**config.mk**
```make
export PLATFORM = sky130hd
export DESIGN_NAME = countdown_timer_core
export DESIGN_NICKNAME = d
export VERILOG_FILES = /design/src/rtl/timer_pkg.sv /design/src/rtl/tick_prescaler.sv /design/src/rtl/countdown_timer_core.sv
export SDC_FILE = /design/constraint.sdc
export NUM_CORES = 1
export LEC_CHECK = 0
export BUFFER_PORTS_ARGS = -buffer_cell sky130_fd_sc_hd__buf_4
export CAP_MARGIN = 0
export CORE_UTILIZATION = 45
export CTS_BUF_LIST = sky130_fd_sc_hd__clkbuf_8
export DETAILED_ROUTE_END_ITERATION = 8
export GPL_TIMING_DRIVEN = 0
export SYNTH_ARGS = -nofsm -noshare
export SYNTH_HDL_FRONTEND = slang
export SYNTH_SLANG_ARGS = --single-unit
```
**constraint.sdc**
```tcl
create_clock -name CLK -period 2.45 [get_ports CLK]
set_input_delay 0.3675 -clock CLK [delete_from_list [all_inputs] [get_ports CLK]]
set_output_delay 0.3675 -clock CLK [all_outputs]
set_load 0.005 [all_outputs]
```
**src/rtl/timer_pkg.sv**
```systemverilog
// Shared types and widths for the countdown timer and its downstream 7-seg encoder stage.
package timer_pkg;

    localparam int unsigned SEC_W   = 6;
    localparam int unsigned MIN_W   = 2;
    localparam int unsigned MAX_SEC = 59;
    localparam int unsigned MAX_MIN = 3;

    typedef enum logic [1:0] {
        ST_IDLE  = 2'd0,
        ST_RUN   = 2'd1,
        ST_PAUSE = 2'd2,
        ST_DONE  = 2'd3
    } timer_state_t;

    function automatic logic [SEC_W-1:0] clamp_sec(input logic [SEC_W-1:0] s,
                                                   input int unsigned        max_s);
        if (int'(s) > int'(max_s))
            return SEC_W'(max_s);
        return s;
    endfunction

endpackage

```
**src/rtl/tick_prescaler.sv**
```systemverilog
// Divides CLK down to a one-second terminal-count flag; holds while disabled, zeroes on clr.
module tick_prescaler #(
    parameter int unsigned TICK_DIV = 50_000_000
) (
    input  logic CLK,
    input  logic RST_n,
    input  logic en,
    input  logic clr,
    output logic tc
);

    localparam int unsigned CW = (TICK_DIV > 2) ? $clog2(TICK_DIV) : 1;

    logic [CW-1:0] cnt;

    always_ff @(posedge CLK or negedge RST_n) begin
        if (!RST_n)
            cnt <= '0;
        else if (clr)
            cnt <= '0;
        else if (en)
            cnt <= cnt + CW'(1);
    end

    assign tc = (cnt == CW'(TICK_DIV - 1));

endmodule

```
**src/rtl/countdown_timer_core.sv**
```systemverilog
// Minutes:seconds countdown engine: StartStop edge detect, run/pause/done FSM and min:sec down-counter.
module countdown_timer_core
    import timer_pkg::*;
#(
    parameter int unsigned TICK_DIV = 50_000_000,
    parameter int unsigned MAX_SEC  = timer_pkg::MAX_SEC
) (
    input  logic             CLK,
    input  logic             RST_n,
    input  logic             StartStop,
    input  logic             Load,
    input  logic             Clear,
    input  logic [MIN_W-1:0] PresetM,
    input  logic [SEC_W-1:0] PresetS,
    output logic [MIN_W-1:0] Qm,
    output logic [SEC_W-1:0] Qs,
    output logic             Tick1Hz,
    output logic             Running,
    output logic             Done
);

    timer_state_t state;
    logic         ss_q;
    logic         ss_rise;
    logic         tc;
    logic         ps_en;
    logic         ps_clr;

    assign ss_rise = StartStop & ~ss_q;

    // The prescaler only advances in RUN; a coincident ss_rise pauses it before it can wrap.
    assign ps_en  = (state == ST_RUN) & ~ss_rise;
    assign ps_clr = Clear
                  | (state == ST_IDLE) | (state == ST_DONE)
                  | ((state == ST_PAUSE) & Load)
                  | ((state == ST_RUN) & tc & ~ss_rise);

    tick_prescaler #(.TICK_DIV(TICK_DIV)) u_prescaler (
        .CLK  (CLK),
        .RST_n(RST_n),
        .en   (ps_en),
        .clr  (ps_clr),
        .tc   (tc)
    );

    always_ff @(posedge CLK or negedge RST_n) begin
        if (!RST_n)
            ss_q <= 1'b0;
        else
            ss_q <= StartStop;
    end

    always_ff @(posedge CLK or negedge RST_n) begin
        timer_state_t nxt;
        if (!RST_n) begin
            state   <= ST_IDLE;
            Qm      <= '0;
            Qs      <= '0;
            Tick1Hz <= 1'b0;
            Running <= 1'b0;
            Done    <= 1'b0;
        end else begin
            nxt     = state;
            Tick1Hz <= 1'b0;
            if (Clear) begin
                nxt = ST_IDLE;
                Qm  <= '0;
                Qs  <= '0;
            end else begin
                case (state)
                    ST_IDLE: begin
                        if (Load) begin
                            Qm <= PresetM;
                            Qs <= clamp_sec(PresetS, MAX_SEC);
                        end else if (ss_rise) begin
                            nxt = ({Qm, Qs} != '0) ? ST_RUN : ST_DONE;
                        end
                    end
                    ST_RUN: begin
                        if (ss_rise) begin
                            nxt = ST_PAUSE;
                        end else if (tc) begin
                            Tick1Hz <= 1'b1;
                            if (Qs != '0) begin
                                Qs <= Qs - SEC_W'(1);
                                if (Qm == '0 && Qs == SEC_W'(1))
                                    nxt = ST_DONE;
                            end else begin
                                Qs <= SEC_W'(MAX_SEC);
                                Qm <= Qm - MIN_W'(1);
                            end
                        end
                    end
                    ST_PAUSE: begin
                        if (Load) begin
                            Qm  <= PresetM;
                            Qs  <= clamp_sec(PresetS, MAX_SEC);
                            nxt = ST_IDLE;
                        end else if (ss_rise) begin
                            nxt = ST_RUN;
                        end
                    end
                    ST_DONE: begin
                        if (Load) begin
                            Qm  <= PresetM;
                            Qs  <= clamp_sec(PresetS, MAX_SEC);
                            nxt = ST_IDLE;
                        end
                    end
                    default: nxt = ST_IDLE;
                endcase
            end
            state   <= nxt;
            Running <= (nxt == ST_RUN);
            Done    <= (nxt == ST_DONE);
        end
    end

endmodule

```
==> results.sh <==
export IMPL_vias_per_cell=5.63
export IMPL_grt_pass1_vias=1887
export IMPL_core_area_um2=4820
export IMPL_synthFlopType="dfrtp_1"
export IMPL_min_path_type="in -> async"
export IMPL_drive_gt1_frac=0.138
export IMPL_synth_edf_count=0
export IMPL_worstPathRequired_ps=2610
export IMPL_dpl_worst_slack_ps=139
export IMPL_worst_slack_ps=253
export IMPL_diodes=0
export IMPL_ys_ff_latch=40
export IMPL_ys_seq_area_frac=0.435
export IMPL_cts_max_level=2
export IMPL_numCtsBuffers=5
export IMPL_maxSlewViolCount=0
export IMPL_max_cap_violations=0
export IMPL_num_rows=25
export IMPL_synthCells=259
export IMPL_drc=0
export IMPL_dp_hpwl_um=3770
export IMPL_antenna_found_initial=0
export IMPL_place_inst=349
export IMPL_layoutNonFillerInstCount=357
export IMPL_synth_area_leaders="dfrtp_1, xnor2_1, nor2_1"
export IMPL_min_period_over_period=0.897
export IMPL_cp_slowest_cell="or3_1"
export IMPL_max_freq_mhz=455
export IMPL_grt_start_max_net_pins=41
export IMPL_clk_pin_slew_worst_paths_ps=80
export IMPL_setup_viol=0
export IMPL_dr_pass1_iters=4
export IMPL_cts_root_buf="clkbuf_8"
export IMPL_grtUsageMet1=0.341
export IMPL_grt_pass1_wl_um=9080
export IMPL_routedWlPerCell_um=14.9
export IMPL_finalSetupTns_ps=0
export IMPL_slew_headroom=0.650
export IMPL_path_cells="ha_1 > nand4_1 > or3_1 > o31a_1 > a2111oi_0"
export IMPL_syn_area_per_cell_um2=8.89
export IMPL_die_area_um2=5410
export IMPL_netlist_area_leader_share=0.435
export IMPL_hold_viol_final=0
export IMPL_finClkSkew_ps=6.20
export IMPL_initial_utilization=0.478
export IMPL_finalCriticalPeriod_ps=2200
export IMPL_grt_busiest_layer="met1"
export IMPL_hold_buffers=0
export IMPL_grt_usage=0.222
export IMPL_regArea_um2=1000
export IMPL_num_io_pins=24
export IMPL_synth_top_area_cell="dfrtp_1"
export IMPL_cp_start_kind="flop"
export IMPL_multiInputGateArea_um2=1220
export IMPL_utilization=0.552
export IMPL_end_kind="flop"
export IMPL_port_buffers=23
export IMPL_met2_usage=0.305
export IMPL_tightest_slew_ps=519
export IMPL_layout_cells_most_common_list="dfrtp_1, nor2_1, nand2_1, buf_4, a21oi_1"
export IMPL_postCtsSetupBuffers=0
export IMPL_status="complete, no violations"
export IMPL_grtUsageMet3=0.0384
export IMPL_r2r_start="u_prescaler.cnt[0]$_DFFE_PN0P_"
export IMPL_tritoncts="built"
export IMPL_fin_nets=307
export IMPL_clock_sinks=40
export IMPL_crit_type="reg -> reg"
export IMPL_worstPathArrival_ps=2360
export IMPL_critPathMaxFanout=7
export IMPL_setup_worst_path_start="u_prescaler.cnt[0]$_DFFE_PN0P_"
export IMPL_async_flop_share=1.00
export IMPL_power_density_nw_per_um2=502
export IMPL_grt_overflow_total=0
export IMPL_leakage_nw=1.05
export IMPL_max_stage_delay_ps=460
export IMPL_vias=2010
export IMPL_gp_congestion=0.786
export IMPL_ant_nets=0
export IMPL_syn_nets=277
export IMPL_synth_area_um2=2300
export IMPL_synth_distinct_cells=47
export IMPL_die_w_um=73.5
export IMPL_rsz0062_at_grt="no"
export IMPL_yosysWarnings=0
export IMPL_vdd_ir_drop_max_uv=416
export IMPL_hold_slack_ps=49.5
export IMPL_dr_first_iter_drc_count=133
export IMPL_routed_wl_um=5300
export IMPL_fillCellCount=468
export IMPL_syn_to_final_growth_pct=15.4
export IMPL_final_common_cell="dfrtp_1"
export IMPL_clkLatencyLatePin_ps=290
export IMPL_die_h_um=73.5
export IMPL_cts_buffer_depth=2
## metrics by stage
| step | power (mW) | area [µm²] |
|---|---|---|
| floorplan | 0.813 | 2300 |
| global placement | 0.899 | 2560 |
| detailed placement | 0.898 | 2560 |
| CTS | 1.35 | 2650 |
| global route | 1.41 | 2660 |
| finish | 1.33 | 2660 |
## worst max-delay path, delay by kind of cell, from the launching register on
| family | cells | cell delay [ps] |
|---|---|---|
| DFF | 1 | 390 |
| adders and majority gates | 1 | 200 |
| and+or+nand+nor | 2 | 710 |
| AOI/OAI and AO/OA | 2 | 750 |
## worst paths after layout
| path | end | slack [ps] | cells after the start |
|---|---|---|---|
| worst max register to register | Qs[0]$_DFFE_PN0P_ | 250 | 5 |
| worst max-delay path | Qs[0]$_DFFE_PN0P_ | 250 | 5 |
| worst min register to register | u_prescaler.cnt[6]$_DFFE_PN0P_ | 540 | 2 |
| min in group CLK | ss_q$_DFF_PN0_ | 200 | 1 |
| worst min-delay path | Tick1Hz$_DFF_PN0_ | 50 | 1 |
| max in group asynchronous | Qs[1]$_DFFE_PN0P_ | 2050 | 1 |
## routing by layer
layer,part of all wire,wire (µm)
met1,0.52,2770
met2,0.43,2270
met3,0.039,207
met4,0.012,65
met5,0,0
## cells by family after synthesis
family | after synthesis | share of synthesized area
and+or+nand+nor | 129 | 0.295
adders and majority gates | 5 | 0.0272
xor gates and xnor gates | 16 | 0.0609
muxes | 1 | 0.00489
AOI/OAI and AO/OA | 50 | 0.138
DFF | 40 | 0.435
buffers and inverters | 18 | 0.0402
## cell usage after synthesis, types with 3 or more instances
cell	number
a21oi_1	16
and3_1	4
and4_2	3
clkbuf_1	5
dfrtp_1	40
ha_1	5
inv_1	10
nand2_1	27
nand2b_1	3
nand3_1	8
nand4_1	11
nor2_1	32
nor2b_1	3
nor3_1	10
nor4_1	6
o211ai_1	3
o21ai_0	14
or3_1	7
xnor2_1	14
## power by group
part	switching [mW]	total, mW	internal, mW	leakage (nW)
logic	0.110	0.190	0.0796	0.450
clock network	0.224	0.445	0.221	0.0538
registers	0.0214	0.698	0.677	0.549
total	0.355	1.33	0.978	1.05
## layout make-up
class / instances / share of cell area
multi-input cells: 201 / 0.458
flip-flops and latches: 40 / 0.377
repair buffers: 23 / 0.0650
well taps: 67 / 0.0315
clock buffers: 6 / 0.0311
plain buffers: 8 / 0.0207
inverters: 10 / 0.0141
clock inverters: 2 / 0.00282
## sequential cells by signal (all words and copies together), names as in the netlist
name / count
Running: 1
Qm: 2
state: 2
Qs: 6
ss_q: 1
Done: 1
u_prescaler.cnt: 26
Tick1Hz: 1
## repair_timing
action,4_1_cts,5_1_grt
endpoints found under the hold margin,0,0
endpoints found under the setup margin,0,15
gates resized for setup,0,2
No activity file was read; power rests on OpenSTA's default activity.
